### config.mk
export PLATFORM = sky130hd
export DESIGN_NAME = sva_thread_sched
export DESIGN_NICKNAME = d
export VERILOG_FILES = /design/src/rtl/sva_sched_pkg.sv /design/src/rtl/sva_gclk_edge_det.sv /design/src/rtl/sva_thread_sched.sv
export SDC_FILE = /design/constraint.sdc
export NUM_CORES = 1
export LEC_CHECK = 0
export CORE_MARGIN = 1.5
export CORE_UTILIZATION = 45
export CTS_CLUSTER_DIAMETER = 200
export DETAILED_ROUTE_END_ITERATION = 10
export GPL_TIMING_DRIVEN = 0
export PLACE_DENSITY = 0.71
export SKIP_LAST_GASP = 1
export SYNTH_ARGS = -nofsm -noshare
export SYNTH_HDL_FRONTEND = slang
export SYNTH_SLANG_ARGS = --single-unit
### constraint.sdc
create_clock -name sys_clk -period 5.5 [get_ports sys_clk]
set_input_delay 0.825 -clock sys_clk [delete_from_list [all_inputs] [get_ports sys_clk]]
set_output_delay 0.825 -clock sys_clk [all_outputs]
set_load 0.02 [all_outputs]
### src/rtl/sva_sched_pkg.sv
// Shared types for the SVA thread scheduler: controller states, the per-thread
// table entry, and the evaluator's reserved state codes.
package sva_sched_pkg;

    localparam int STATE_W_DEF = 32;
    localparam int TIMER_W_DEF = 8;

    typedef enum logic [2:0] {
        IDLE,
        ISSUE,
        WAIT,
        SPAWN_ISSUE,
        SPAWN_WAIT,
        COMMIT
    } ctrl_state_t;

    typedef struct packed {
        logic [TIMER_W_DEF-1:0] start_period;
        logic [STATE_W_DEF-1:0] fsm_cur;
    } sva_thread_t;

    // Two's-complement codes: S0 = 0, SEND = -1, SLAZY = -2
    localparam logic [STATE_W_DEF-1:0] S0    = 32'h0000_0000;
    localparam logic [STATE_W_DEF-1:0] SEND  = 32'hFFFF_FFFF;
    localparam logic [STATE_W_DEF-1:0] SLAZY = 32'hFFFF_FFFE;

endpackage

### src/rtl/sva_gclk_edge_det.sv
// Samples the user clock as data in the sys_clk domain and flags its rising edge.
// grst holds both sample flops cleared, so no edge can be seen while it is high.
module sva_gclk_edge_det (
    input  logic i_sys_clk,
    input  logic i_sys_rst_n,
    input  logic i_gclk,
    input  logic i_grst,
    output logic o_rise
);

    logic r_d0;
    logic r_d1;

    always_ff @(posedge i_sys_clk) begin
        if (!i_sys_rst_n || i_grst) begin
            r_d0 <= 1'b0;
            r_d1 <= 1'b0;
        end else begin
            r_d0 <= i_gclk;
            r_d1 <= r_d0;
        end
    end

    assign o_rise = r_d0 & ~r_d1;

endmodule

### src/rtl/sva_thread_sched.sv
// Per gclk round: replays every live assertion thread through the shared evaluator,
// then one freshly spawned thread, compacting survivors back into the table.
//
// state       | meaning
// IDLE        | waiting for a gclk rise
// ISSUE       | requesting evaluation of slot[rd_idx]
// WAIT        | waiting for that slot's result
// SPAWN_ISSUE | requesting evaluation of a new S0 thread
// SPAWN_WAIT  | waiting for the spawned thread's result
// COMMIT      | publishing the compacted table size
module sva_thread_sched
    import sva_sched_pkg::*;
#(
    parameter int NUM_THREADS = 4,
    parameter int STATE_W     = STATE_W_DEF,
    parameter int TIMER_W     = TIMER_W_DEF,
    parameter int CNT_W       = 16
) (
    input  logic                           sys_clk,
    input  logic                           sys_rst_n,
    input  logic                           gclk,
    input  logic                           grst,
    input  logic [TIMER_W-1:0]             timer,
    output logic                           eval_req_valid,
    input  logic                           eval_req_ready,
    output logic [STATE_W-1:0]             eval_req_state,
    output logic [TIMER_W-1:0]             eval_req_start,
    input  logic                           eval_rsp_valid,
    input  logic                           eval_rsp_active,
    input  logic [STATE_W-1:0]             eval_rsp_state,
    input  logic                           eval_rsp_succ,
    input  logic                           eval_rsp_fail,
    output logic                           busy,
    output logic [$clog2(NUM_THREADS):0]   live_cnt,
    output logic [CNT_W-1:0]               succ_cnt,
    output logic [CNT_W-1:0]               fail_cnt,
    output logic                           overflow,
    output logic                           missed_edge
);

    localparam int LW = $clog2(NUM_THREADS) + 1;
    localparam int IW = $clog2(NUM_THREADS);
    localparam logic [LW-1:0]    LW_ONE  = 1;
    localparam logic [LW-1:0]    LW_FULL = LW'(NUM_THREADS);
    localparam logic [CNT_W-1:0] CNT_ONE = 1;

    ctrl_state_t      r_state;
    ctrl_state_t      w_state_nxt;
    sva_thread_t      r_slot [NUM_THREADS];
    logic [LW-1:0]    r_snap;
    logic [LW-1:0]    r_rd_idx;
    logic [LW-1:0]    r_wr_idx;
    logic [LW-1:0]    r_live_cnt;
    logic [TIMER_W-1:0] r_spawn_start;
    logic [CNT_W-1:0] r_succ_cnt;
    logic [CNT_W-1:0] r_fail_cnt;
    logic             r_overflow;
    logic             r_missed_edge;

    logic             w_rise;
    logic             w_last_slot;
    logic             w_table_full;
    logic             w_rsp_take;
    sva_thread_t      w_cur;

    sva_gclk_edge_det u_edge_det (
        .i_sys_clk   (sys_clk),
        .i_sys_rst_n (sys_rst_n),
        .i_gclk      (gclk),
        .i_grst      (grst),
        .o_rise      (w_rise)
    );

    assign w_cur        = r_slot[r_rd_idx[IW-1:0]];
    assign w_last_slot  = (r_rd_idx == r_snap - LW_ONE);
    assign w_table_full = (r_wr_idx == LW_FULL);
    assign w_rsp_take   = eval_rsp_valid && ((r_state == WAIT) || (r_state == SPAWN_WAIT));

    always_ff @(posedge sys_clk) begin
        if (!sys_rst_n) r_state <= IDLE;
        else            r_state <= w_state_nxt;
    end

    always_comb begin
        w_state_nxt = r_state;
        case (r_state)
            IDLE:        if (w_rise)         w_state_nxt = (r_live_cnt != '0) ? ISSUE : SPAWN_ISSUE;
            ISSUE:       if (eval_req_ready) w_state_nxt = WAIT;
            WAIT:        if (eval_rsp_valid) w_state_nxt = w_last_slot ? SPAWN_ISSUE : ISSUE;
            SPAWN_ISSUE: if (eval_req_ready) w_state_nxt = SPAWN_WAIT;
            SPAWN_WAIT:  if (eval_rsp_valid) w_state_nxt = COMMIT;
            COMMIT:                          w_state_nxt = IDLE;
            default:                         w_state_nxt = IDLE;
        endcase
    end

    always_comb begin
        eval_req_valid = 1'b0;
        eval_req_state = '0;
        eval_req_start = '0;
        busy           = 1'b1;
        case (r_state)
            IDLE: busy = 1'b0;
            ISSUE: begin
                eval_req_valid = 1'b1;
                eval_req_state = w_cur.fsm_cur;
                eval_req_start = w_cur.start_period;
            end
            SPAWN_ISSUE: begin
                eval_req_valid = 1'b1;
                eval_req_state = S0;
                eval_req_start = r_spawn_start;
            end
            default: ;
        endcase
    end

    always_ff @(posedge sys_clk) begin
        if (!sys_rst_n) begin
            for (int i = 0; i < NUM_THREADS; i++) r_slot[i] <= '0;
            r_snap        <= '0;
            r_rd_idx      <= '0;
            r_wr_idx      <= '0;
            r_live_cnt    <= '0;
            r_spawn_start <= '0;
            r_succ_cnt    <= '0;
            r_fail_cnt    <= '0;
            r_overflow    <= 1'b0;
            r_missed_edge <= 1'b0;
        end else begin
            if (r_state == IDLE && w_rise) begin
                r_snap   <= r_live_cnt;
                r_rd_idx <= '0;
                r_wr_idx <= '0;
            end
            if (w_rise && r_state != IDLE) r_missed_edge <= 1'b1;

            // timer is frozen on entry so the spawn request stays stable while stalled
            if (w_state_nxt == SPAWN_ISSUE && r_state != SPAWN_ISSUE) r_spawn_start <= timer;

            // wr_idx never passes rd_idx, so writing in place cannot clobber an unread slot
            if (r_state == WAIT && eval_rsp_valid) begin
                if (eval_rsp_active) begin
                    r_slot[r_wr_idx[IW-1:0]] <= '{start_period: w_cur.start_period,
                                                  fsm_cur:      eval_rsp_state};
                    r_wr_idx <= r_wr_idx + LW_ONE;
                end
                r_rd_idx <= r_rd_idx + LW_ONE;
            end

            if (r_state == SPAWN_WAIT && eval_rsp_valid && eval_rsp_active) begin
                if (w_table_full) begin
                    r_overflow <= 1'b1;
                end else begin
                    r_slot[r_wr_idx[IW-1:0]] <= '{start_period: r_spawn_start,
                                                  fsm_cur:      eval_rsp_state};
                    r_wr_idx <= r_wr_idx + LW_ONE;
                end
            end

            if (w_rsp_take && eval_rsp_succ && !(&r_succ_cnt)) r_succ_cnt <= r_succ_cnt + CNT_ONE;
            if (w_rsp_take && eval_rsp_fail && !(&r_fail_cnt)) r_fail_cnt <= r_fail_cnt + CNT_ONE;

            if (r_state == COMMIT) r_live_cnt <= r_wr_idx;
        end
    end

    assign live_cnt    = r_live_cnt;
    assign succ_cnt    = r_succ_cnt;
    assign fail_cnt    = r_fail_cnt;
    assign overflow    = r_overflow;
    assign missed_edge = r_missed_edge;

endmodule

==> run_results.csv <==
group,metric,value,unit
timing,whs,0.4804,ns
clock_tree,cts_hold_buffers,0,
synthesis,avgSynthCellArea,12.64,um^2
critical_path,crit_end,"eval_req_state[12]",
timing,hold_viol,0,
die,rows,54,
timing,rsz0062_at_grt,"no",
layout,nNetsFinal,1011,
grt,antenna_found_initial,1,
placement,gp_congestion,0.8606,
clock_tree,cts_resized,0,
timing,setup_viol,0,
detailed_routing,vias,6650,
timing,min_period,4.111,ns
die,die_w,152.7,um
timing,maxSlewHeadroom,40.38,%
detailed_routing,drt-initial-drc-count,412,
power,power,0.003518,W
die,coreArea,0.02189,mm^2
critical_path,r2r-end,"r_slot[1][11]",
clock_tree,h-tree-depth,1,
detailed_routing,drtPass1Iterations,5,
clock_tree,cts_buffer_depth,3,
layout,areaGrowthSynthToFinish,24.21,%
detailed_routing,vias_per_cell,5.312,
critical_path,r2r_start,"r_state[0]",
synthesis,yosys_warnings,0,
clock_tree,path_clk_slew,0.06,ns
die,die_y,152.7,um
synthesis,synth-edff-count,160,
layout,layout.area.seq,0.006026,mm^2
clock_tree,cts_buffers,24,
critical_path,worst-setup-path-type,"flop to output port",
layout,layout-drive-gt1-share,10.08,%
layout,fill_cells,1850,
power,ir_drop,0.2136,mV
clock_tree,clock_sinks,221,
synthesis,synth_seq_cells,221,
timing,skew,0.006911,ns
synthesis,synth_top_area_share,47.63,%
synthesis,yosysTopAreaCell,"edfxtp_1",
critical_path,worstSetupStartpointType,"flop",
die,initial_core_util,46.08,%
layout,final_cells,1252,
critical_path,r2r_cells,9,
die,dieArea,0.02332,mm^2
critical_path,critPathMaxFanout,10,
power,p_leak,4.344,nW
die,ios,128,
run_status,status,"finished clean",
clock_tree,cts_tree,"done",
synthesis,ys.flop_type,"edfxtp_1",
critical_path,cp-end-kind,"output port",
timing,clock.fmax,0.2432,GHz
clock_tree,cts_setup_buffers,0,
grt,grt_pass1_wl,36070,um
placement,placed_cells,1210,
grt,grt_pass1_vias,6716,
detailed_routing,wl_per_cell,18.03,um
detailed_routing,drt-total-wl,22570,um
clock_tree,insertion_delay,0.51,ns
timing,period_share,74.75,%
synthesis,syn-instance-count,798,
timing,tightest_slew,0.8861,ns
grt,track_usage,19.46,%
grt,grt_max_degree,24,
placement,port_buffers,126,
hold_path,hold_class,"flop to flop",
synthesis,synth.distinct_cells,45,
layout,multi_input_area,0.003831,mm^2
critical_path,critPathRequiredTime,4.68,ns
layout,n_antenna_cell,0,
detailed_routing,antenna_left,0,
critical_path,r2r_slack,1.79,ns
synthesis,yosys-top-cells-area,"edfxtp_1, dfxtp_1, mux4_2",
hold_path,min-delay-start,"overflow",
synthesis,seq_area_frac_synth,59.74,%
synthesis,synth_fp_nets,853,
synthesis,syn-cell-area,0.01009,mm^2
run,drv_cap,0,
placement,hpwl,15360,um
synthesis,postSynth.asyncResetShare,0,%
clock_tree,cts_root_buf,"clkbuf_16",
timing,maxSlewViolCount,0,
power,powerDensity,280.8,mW/mm^2
detailed_routing,drc,0,
critical_path,arrival,3.29,ns
grt,grt.overflow.total,0,
-- Yosys cell counts, types with 7 or more instances --
library cell,count
mux4_2,40
clkbuf_1,36
and2_1,129
nand3_1,24
xnor2_1,23
nand4_1,12
nor4_1,13
nand2_1,48
a21oi_1,11
nor2_1,70
mux2i_1,25
dfxtp_1,61
nor3_1,11
or2_2,7
inv_1,19
edfxtp_1,160
nor2b_1,35
a22o_1,7
nand2b_1,7
-- logic make-up after synthesis --
family | after synthesis | synth area share, %
flops | 221 | 59.74
compound gates | 42 | 3.076
buf+inv | 63 | 2.493
fa+ha+maj | 6 | 0.7442
simple gates | 374 | 20.19
mux | 65 | 11.41
xor+xnor | 27 | 2.344
-- cell type report --
type	instances	area share, %
Tap cell	280	2.796
Timing Repair Buffer	132	10.90
Inverter	20	0.5992
Multi-Input combinational cell	514	30.58
Clock inverter	12	0.5692
Buffer	43	1.408
Sequential cell	221	48.09
Clock buffer	30	5.053
-- worst min-delay path by stage --
stage / endpoint / slack, ns / cells after the start
finish: overflow / 0.48 / 1
global route: overflow / 0.50 / 1
CTS: r_spawn_start[3] / 0.48 / 2
detailed placement: r_spawn_start[2] / 0.46 / 2
global placement: r_spawn_start[5] / 0.47 / 2
floorplan: r_spawn_start[6] / 0.45 / 2
-- worst max-delay path, cell delays in order (launching register included) --
cell and delay [ns]:
dfxtp_1 0.43, clkbuf_1 0.55, clkbuf_1 0.62, mux4_2 0.32, nor2b_1 0.21, clkdlybuf4s50_1 0.65
-- flip-flops by register name, indices dropped and copies added, names as in the netlist, named ones only --
register         flops
r_slot             160
fail_cnt            16
succ_cnt            16
r_spawn_start        8
live_cnt             3
r_rd_idx             3
r_snap               3
r_state              3
r_wr_idx             3
missed_edge          1
overflow             1
u_edge_det.r_d0      1
u_edge_det.r_d1      1
-- metrics by stage --
| stage | instance area, um^2 | setup WS, ns | setup TNS [ns] | utilization (%) |
|---|---|---|---|---|
| after global placement | 11700 | -2.698 | -107.82 | 53.44 |
| after global routing | 12530 | 1.230 | 0 | 57.24 |
| after detailed placement | 11830 | 1.097 | 0 | 54.02 |
| final | 12530 | 1.389 | 0 | 57.24 |
| after floorplan | 10090 | 0.4231 | 0 | - |
| after CTS | 12530 | 1.366 | 0 | 57.24 |
-- layout by cell type (no fill, tap or decap), types with 4 or more instances in the layout --
cell             instances
a211oi_1                 4
a21oi_1                 11
a22o_1                   7
and2_1                 129
buf_2                    6
clkbuf_1                41
clkbuf_16               24
clkdlybuf4s50_1        126
clkinv_1                 7
dfxtp_1                 61
edfxtp_1               160
ha_1                     6
inv_1                   19
mux2i_1                 25
mux4_2                  40
nand2_1                 45
nand2b_1                 7
nand3_1                 24
nand4_1                 12
nor2_1                  70
nor2b_1                 35
nor3_1                  11
nor3b_1                  5
nor4_1                  13
nor4b_1                  4
or2_2                    7
xnor2_1                 23
xor2_1                   4
-- power breakdown --
part | internal [W] | switching [W]
clock network | 0.000814 | 0.000630
logic | 0.000107 | 0.000124
registers | 0.00183 | 0.0000145
total | 0.00275 | 0.000768
-- metal layers --
metal	vias to the layer above	track usage, %	part of all wire [%]
li1	3183	-	-
met1	3251	26.32	44
met2	187	33.50	50
met3	29	2.702	4.8
met4	0	4.167	1.7
met5	-	0	0
Power figures use the tool's default switching activity.
